==> src/rtl/mul_seq_ctrl.sv <==
// rtl/mul_seq_ctrl.sv - multicycle sequencing controller for an external combinational multiplier
module mul_seq_ctrl #(
  parameter int WIDTH      = 32,
  parameter int MUL_CYCLES = 4
) (
  input  logic               clk,
  input  logic               rst_n,
  input  logic               start,
  input  logic               is_signed,
  input  logic [WIDTH-1:0]   op_a,
  input  logic [WIDTH-1:0]   op_b,
  input  logic               flush,
  input  logic               hi_we,
  input  logic               lo_we,
  input  logic [WIDTH-1:0]   wdata,
  output logic [WIDTH-1:0]   mul_srcA,
  output logic [WIDTH-1:0]   mul_srcB,
  output logic               mul_ctrl,
  input  logic [2*WIDTH-1:0] mul_result,
  output logic               busy,
  output logic               done,
  output logic [WIDTH-1:0]   hi,
  output logic [WIDTH-1:0]   lo
);

  // A 4-bit counter covers the whole legal MUL_CYCLES range of 1..15.
  localparam int CW = 4;
  localparam logic [CW-1:0] COUNT_LOAD = CW'(MUL_CYCLES - 1);

  typedef enum logic [0:0] {
    IDLE = 1'b0,
    CALC = 1'b1
  } state_t;

  state_t        state;
  logic [CW-1:0] count;

  // Controller FSM: operand latch, hold window countdown, HI/LO writeback and direct writes.
  // Every output is a register so the multiplier inputs and the stall are glitch-free.
  always_ff @(posedge clk or negedge rst_n) begin
    if (!rst_n) begin
      state    <= IDLE;
      count    <= '0;
      mul_srcA <= '0;
      mul_srcB <= '0;
      mul_ctrl <= 1'b0;
      busy     <= 1'b0;
      done     <= 1'b0;
      hi       <= '0;
      lo       <= '0;
    end else begin
      // done is a pulse: cleared on every edge unless the writeback below sets it.
      done <= 1'b0;
      case (state)
        IDLE: begin
          // Direct writes land at the same edge as an accepted start; the product
          // overwrites them later at writeback.
          if (hi_we) begin
            hi <= wdata;
          end
          if (lo_we) begin
            lo <= wdata;
          end
          // A start coinciding with flush belongs to a squashed instruction.
          if (start && !flush) begin
            mul_srcA <= op_a;
            mul_srcB <= op_b;
            mul_ctrl <= is_signed;
            count    <= COUNT_LOAD;
            busy     <= 1'b1;
            state    <= CALC;
          end
        end
        CALC: begin
          // Operands stay frozen here; start, hi_we and lo_we are ignored.
          if (flush) begin
            // Flush wins even on the writeback edge: no HI/LO update, no done.
            count <= '0;
            busy  <= 1'b0;
            state <= IDLE;
          end else if (count != '0) begin
            count <= count - 1'b1;
          end else begin
            hi    <= mul_result[2*WIDTH-1:WIDTH];
            lo    <= mul_result[WIDTH-1:0];
            done  <= 1'b1;
            busy  <= 1'b0;
            state <= IDLE;
          end
        end
        default: begin
          count <= '0;
          busy  <= 1'b0;
          state <= IDLE;
        end
      endcase
    end
  end

endmodule

==> config.mk <==
export PLATFORM = sky130hd
export DESIGN_NAME = mul_seq_ctrl
export DESIGN_NICKNAME = d
export VERILOG_FILES = /design/src/rtl/mul_seq_ctrl.sv
export SDC_FILE = /design/constraint.sdc
export NUM_CORES = 1
export LEC_CHECK = 0
export CORE_AREA = 2 2 101 142
export DETAILED_ROUTE_END_ITERATION = 7
export DIE_AREA = 0 0 103 144
export PLACE_DENSITY = 0.85
export SYNTH_ARGS = -nofsm -noshare
export SYNTH_HDL_FRONTEND = slang
export SYNTH_SLANG_ARGS = --single-unit
==> constraint.sdc <==
create_clock -name clk -period 3 [get_ports clk]
set_input_delay 0.6 -clock clk [delete_from_list [all_inputs] [get_ports clk]]
set_output_delay 0.6 -clock clk [all_outputs]
set_load 0.02 [all_outputs]
# After elaboration in Yosys (flattened, before gate mapping)
# Index checks and enable logic that the tools add are counted.
# Widths: inputs -> output; s select.
[word_totals]
regBits = 136
out_inout_bits = 131
[classes]
n_addsub = 1
n_eq_ne = 7
n_mux = 23
n_bitwise = 1
reduce_logical = 8
[ops]
columns = ["op", "n"]
rows = [
  ["$mux 32", 6],
  ["$pmux 32 s2", 2],
  ["$mux 4", 3],
  ["$ne 2x2->1 const B", 5],
  ["$mux 1", 9],
  ["$pmux 4 s2", 1],
  ["$reduce_and 2->1", 3],
  ["$reduce_and 3->1", 2],
  ["$pmux 1 s2", 2],
  ["$reduce_bool 4->1", 1],
  ["$sub 4x1->4 const B", 1],
  ["$ne 3x2->1 const B", 1],
  ["$ne 3x3->1 const B", 1],
  ["$logic_and 1x1->1", 1],
  ["$logic_not 1->1", 1],
  ["$not 1->1", 1],
]

# Longest topological paths before layout
[logic_depth]
word_depth = 4
depth_mapped = 8
mapped_depth_nobuf = 5

# Worst setup path before layout
# Ideal clock, no wire load.
[synth_path]
kind = "register to register"
from = "register count[0]"
to = "register hi[26]"
setup_time_ns = 0.137
arrival_ns = 1.620
required_time_ns = 2.863
slack_ns = 1.243
stages_incl_launch_ff = 9
n_path_buf = 3
period_less_slack_ns = 1.757
path_cell_list = "dfrtp_1 > inv_1 > ha_1 > or3b_1 > buf_2 > buf_6 > buf_6 > o32ai_2 > a21oi_1"
[synth_between]
elab_chain_len = 3
[synth_lines]
columns = ["item", "line_no", "text"]
rows = [
  ["start, declared", "36", "logic [CW-1:0] count;"],
  ["start signal, assigned", "82", "count <= count - 1'b1;"],
  ["$reduce_bool 4->1", "81", "end else if (count != '0) begin"],
  ["$ne 2x2->1 (no source line)", "n/a", ""],
  ["$reduce_and 3->1 (no source line)", "n/a", ""],
  ["end signal, assigned", "59", "hi <= wdata;"],
  ["end signal, assigned", "84", "hi <= mul_result[2*WIDTH-1:WIDTH];"],
  ["end, declared", "22", "output logic [WIDTH-1:0] hi,"],
]
# No other way between the ends.
# A chain may end at the register's enable or synchronous reset.

# Worst setup path in the final report
[layout_path]
from = "register count[1]"
to = "register lo[9]"
[layout_between]
elab_chain_len = 3
[layout_lines]
columns = ["item", "line_no", "text"]
rows = [
  ["$reduce_bool 4->1", "81", ""],
  ["$ne 2x2->1 (no source line)", "n/a", ""],
  ["$reduce_and 3->1 (no source line)", "n/a", ""],
  ["end signal, assigned", "62", "lo <= wdata;"],
  ["end signal, assigned", "85", "lo <= mul_result[WIDTH-1:0];"],
  ["end, declared", "23", "output logic [WIDTH-1:0] lo"],
]
# No other way between the ends.

==> impl_results.html <==
<table>
<tr><th>Metric</th><th>Value</th></tr>
<tr><th colspan="2">Setup path</th></tr>
<tr><td>Worst Path Required</td><td>3.27 ns</td></tr>
<tr><td>Critical path cell sequence</td><td>inv_1 &gt; ha_1 &gt; or3b_2 &gt; buf_12 &gt; o32ai_1 &gt; a21oi_1</td></tr>
<tr><td>Critical Path Slowest Stage Cell</td><td>sky130_fd_sc_hd__or3b_2</td></tr>
<tr><td>CP max stage delay</td><td>0.71 ns</td></tr>
<tr><td>Kind of start point of the critical path</td><td>flip-flop</td></tr>
<tr><td>Arrival time at the worst endpoint</td><td>2.66 ns</td></tr>
<tr><td>Category of the most critical setup path</td><td>reg -&gt; reg</td></tr>
<tr><td>Maximum fanout along the worst path</td><td>47</td></tr>
<tr><td>Setup crit end kind</td><td>flip-flop</td></tr>
<tr><th colspan="2">Power and ir drop</th></tr>
<tr><td>Pleak</td><td>3.74 nW</td></tr>
<tr><td>Worst IR drop on VDD</td><td>460 uV</td></tr>
<tr><td>Power density cells</td><td>866 nW/um^2</td></tr>
<tr><th colspan="2">Clocking</th></tr>
<tr><td>TritonCTS clock tree</td><td>built</td></tr>
<tr><td>Post-CTS setup buffer count</td><td>0</td></tr>
<tr><td>Clock tree buffer depth</td><td>2</td></tr>
<tr><td>Clk Tree Root Cell</td><td>sky130_fd_sc_hd__clkbuf_16</td></tr>
<tr><td>TritonCTS Buffers</td><td>17</td></tr>
<tr><td>Worst skew pair latency</td><td>0.41 ns</td></tr>
<tr><td>Clock sink count</td><td>136</td></tr>
<tr><td>CTS HTree Levels</td><td>4</td></tr>
<tr><td>Cts repair resizes</td><td>0</td></tr>
<tr><td>Clk slew on worst S/H paths</td><td>0.06 ns</td></tr>
<tr><td>Count of hold-fix buffers inserted at cts</td><td>0</td></tr>
<tr><th colspan="2">GRT</th></tr>
<tr><td>Gr ovfl total</td><td>0</td></tr>
<tr><td>Global-route wire length before repair</td><td>28,800 um</td></tr>
<tr><td>Met3 usage</td><td>8.22%</td></tr>
<tr><td>Antenna violations before repair</td><td>0</td></tr>
<tr><td>Global-route layer with the greatest usage</td><td>met2</td></tr>
<tr><td>Met2 usage in global routing</td><td>44.7%</td></tr>
<tr><td>Number of global-route vias before repair</td><td>5,417</td></tr>
<tr><td>Maximum number of pins on one net before global-route repair</td><td>79</td></tr>
<tr><td>Met1 Track Usage GR</td><td>27.8%</td></tr>
<tr><td>Global routing usage summed across all routing layers</td><td>25.6%</td></tr>
<tr><th colspan="2">Yosys</th></tr>
<tr><td>Yosys warning count</td><td>0</td></tr>
<tr><td>Proportion of synthesized flip-flops having asynchronous set or reset</td><td>100%</td></tr>
<tr><td>Sequential element share of the synthesized area</td><td>59.2%</td></tr>
<tr><td>Area fraction of the dominant cell type after synthesis</td><td>59.2%</td></tr>
<tr><td>Netlist area before placement</td><td>5750 sq um</td></tr>
<tr><td>Avg Synthesized Cell Area</td><td>12.1 sq um</td></tr>
<tr><td>Most common cell in the netlist</td><td>sky130_fd_sc_hd__dfrtp_1</td></tr>
<tr><td>Number of synthesized flops with an enable pin</td><td>0</td></tr>
<tr><td>Dominant cell type by area after synthesis</td><td>sky130_fd_sc_hd__dfrtp_1</td></tr>
<tr><td>Post-synthesis instance total</td><td>476</td></tr>
<tr><td>Top area cells in the synthesized netlist</td><td>sky130_fd_sc_hd__dfrtp_1, sky130_fd_sc_hd__mux2_2, sky130_fd_sc_hd__o32ai_1, sky130_fd_sc_hd__a21oi_1, sky130_fd_sc_hd__nor2_1</td></tr>
<tr><td>Net count after synthesis</td><td>645</td></tr>
<tr><td>Distinct cells, synth</td><td>30</td></tr>
<tr><td>Register bit count reported by yosys</td><td>136</td></tr>
<tr><td>Leading post-synthesis cells by instance count</td><td>sky130_fd_sc_hd__dfrtp_1, sky130_fd_sc_hd__nor2_1, sky130_fd_sc_hd__mux2_2, sky130_fd_sc_hd__a21oi_1, sky130_fd_sc_hd__o32ai_1</td></tr>
<tr><td>Predominant post-synthesis flop cell</td><td>sky130_fd_sc_hd__dfrtp_1</td></tr>
<tr><th colspan="2">STA</th></tr>
<tr><td>Fin. Hold Viols</td><td>0</td></tr>
<tr><td>Fin crit period</td><td>2.39 ns</td></tr>
<tr><td>Transition at the pin with the smallest max-transition slack</td><td>0.749 ns</td></tr>
<tr><td>Final setup violation count</td><td>0</td></tr>
<tr><td>Setup TNS Final</td><td>0 ns</td></tr>
<tr><td>Setup repair after global routing missed its margin</td><td>false</td></tr>
<tr><td>Max Slew Vio Count</td><td>0</td></tr>
<tr><td>Max Fclk</td><td>418 MHz</td></tr>
<tr><td>Worst Clk Skew</td><td>0.00980 ns</td></tr>
<tr><td>Worst path setup slack after routing</td><td>0.605 ns</td></tr>
<tr><td>Share of the clock period used by the worst path</td><td>79.8%</td></tr>
<tr><td>Worst relative slew slack</td><td>50.1%</td></tr>
<tr><th colspan="2">Routing</th></tr>
<tr><td>DRT Pass-1 Iters</td><td>5</td></tr>
<tr><td>Total detailed-routing wirelength</td><td>19,000 um</td></tr>
<tr><td>Vias after detailed routing</td><td>5,223</td></tr>
<tr><td>1st-iter DRT viols</td><td>219</td></tr>
<tr><td>DRC</td><td>0</td></tr>
<tr><td>Detail-routed net length per standard cell</td><td>19.9 um</td></tr>
<tr><td>Routed vias/inst</td><td>5.45</td></tr>
<tr><td>Residual antenna-violating net count after detailed routing</td><td>0</td></tr>
<tr><th colspan="2">Place</th></tr>
<tr><td>Routability cong.</td><td>0.914</td></tr>
<tr><td>Input/output buffers</td><td>297</td></tr>
<tr><td>Dpl hpwl</td><td>14,100 um</td></tr>
<tr><td>Setup WS pre-CTS</td><td>0.497 ns</td></tr>
<tr><th colspan="2">Floorplanning</th></tr>
<tr><td>Core ar.</td><td>13,700 sq um</td></tr>
<tr><td>Initial cell density of the core</td><td>42.1%</td></tr>
<tr><td>Top-level port count</td><td>298</td></tr>
<tr><td>Horiz. Die Dim</td><td>103 um</td></tr>
<tr><td>Row cnt</td><td>51</td></tr>
<tr><td>Die H</td><td>144 um</td></tr>
<tr><td>Die area</td><td>14,800 sq um</td></tr>
<tr><th colspan="2">Finish</th></tr>
<tr><td>Antenna diode instance count</td><td>0</td></tr>
<tr><td>Area grow syn2layout</td><td>66.4%</td></tr>
<tr><td>Number of fillers in the final layout</td><td>1,013</td></tr>
<tr><td>Number of nets in the final layout</td><td>929</td></tr>
<tr><td>Layout cell share with drive strength beyond 1</td><td>15.8%</td></tr>
<tr><th colspan="2">Run status</th></tr>
<tr><td>Result of the run</td><td>finished, final reports clean</td></tr>
<tr><th colspan="2">Run</th></tr>
<tr><td>Reported max-cap violation count</td><td>0</td></tr>
<tr><th colspan="2">Worst hold path</th></tr>
<tr><td>Hold crit path type</td><td>in -&gt; async</td></tr>
</table>
## layer usage
layer  vias up  wire [um]  share of wire (%)
met5         -          0                  0
met4         0        823                4.3
met3        58       1520                8.0
met2       288       9950                 52
met1      2537       6740                 35
li1       2340          -                  -
## stage by stage
step           cell area, sq um  total power [mW]  cells  util [%]  hold WS, ns
2_1_floorplan              5750              4.37    476         -        0.304
3_3_place_gp               8930              5.97    926      65.4        0.488
3_5_place_dp               8930              6.11    926      65.4        0.495
4_1_cts                    9560              8.33    958      70.0        0.252
5_1_grt                    9560              8.67    958      70.0        0.263
6_report                   9560              8.28    958      70.0        0.210
## power by group
group / switching (mW) / internal (mW)
Sequential: 0.340 / 2.40
Clock: 0.847 / 1.36
Combinational: 1.71 / 1.62
## final timing paths
check                                        start                        to  cells past startpoint  slack [ns]
max                           count[1]$_DFFE_PN0P_         lo[9]$_DFFE_PN0P_                      6        0.61
min                                          rst_n  mul_srcB[29]$_DFFE_PN0P_                      1        0.21
max reg2reg                   count[1]$_DFFE_PN0P_         lo[9]$_DFFE_PN0P_                      6        0.61
min reg2reg                mul_srcB[6]$_DFFE_PN0P_   mul_srcB[6]$_DFFE_PN0P_                      1        0.50
max in group asynchronous                    rst_n        lo[14]$_DFFE_PN0P_                      2        2.04
min in group clk           mul_srcB[6]$_DFFE_PN0P_   mul_srcB[6]$_DFFE_PN0P_                      1        0.50
## registers in the layout (all words and copies together) (netlist names), 4 cells and up
| name | count |
|---|---|
| mul_srcA | 32 |
| mul_srcB | 32 |
| lo | 32 |
| count | 4 |
| hi | 32 |
## critical path: cells and delay by family, from the launching register on
kind            cells  cell delay [ns]
buf+inv             2             0.40
flops               1             0.40
simple gates        1             0.71
compound gates      2             0.50
fa+ha+maj           1             0.21
## cells by family after synthesis
kind of cell	after synthesis	share of synthesized area, %
buffers and inverters	49	3.92
multiplexers	65	12.7
adder cells (fa/ha/maj)	2	0.435
AND/OR/NAND/NOR	87	6.64
flip-flops	136	59.2
AO/OA/AOI/OAI	137	17.0
## cells in the final DEF, fill, tap and decap left out, types with 2 or more instances in the layout
| cell type | count |
|---|---|
| sky130_fd_sc_hd__clkinv_4 | 4 |
| sky130_fd_sc_hd__ha_1 | 2 |
| sky130_fd_sc_hd__bufinv_16 | 3 |
| sky130_fd_sc_hd__nor2b_2 | 2 |
| sky130_fd_sc_hd__clkbuf_16 | 17 |
| sky130_fd_sc_hd__a31oi_1 | 2 |
| sky130_fd_sc_hd__o32ai_2 | 5 |
| sky130_fd_sc_hd__clkinvlp_4 | 2 |
| sky130_fd_sc_hd__o32ai_1 | 59 |
| sky130_fd_sc_hd__inv_6 | 3 |
| sky130_fd_sc_hd__mux2_2 | 65 |
| sky130_fd_sc_hd__o21ai_0 | 3 |
| sky130_fd_sc_hd__clkdlybuf4s50_1 | 296 |
| sky130_fd_sc_hd__inv_1 | 4 |
| sky130_fd_sc_hd__buf_12 | 6 |
| sky130_fd_sc_hd__buf_4 | 7 |
| sky130_fd_sc_hd__a21oi_1 | 64 |
| sky130_fd_sc_hd__nor2_1 | 65 |
| sky130_fd_sc_hd__nand2_1 | 2 |
| sky130_fd_sc_hd__dfrtp_1 | 136 |
| sky130_fd_sc_hd__nor2b_1 | 3 |
| sky130_fd_sc_hd__nand2b_1 | 3 |
| sky130_fd_sc_hd__inv_8 | 2 |
## layout make-up
class                   count  area (sq um)  area share, %
inverters                   4          15.0          0.157
multi-input cells         291          2140           22.3
flip-flops and latches    136          3400           35.6
well taps                 185           231           2.42
repair buffers            310          3150           32.9
clock buffers              18           439           4.59
clock inverters            14           189           1.98
Note: power is estimated with default switching activity, not from simulation.
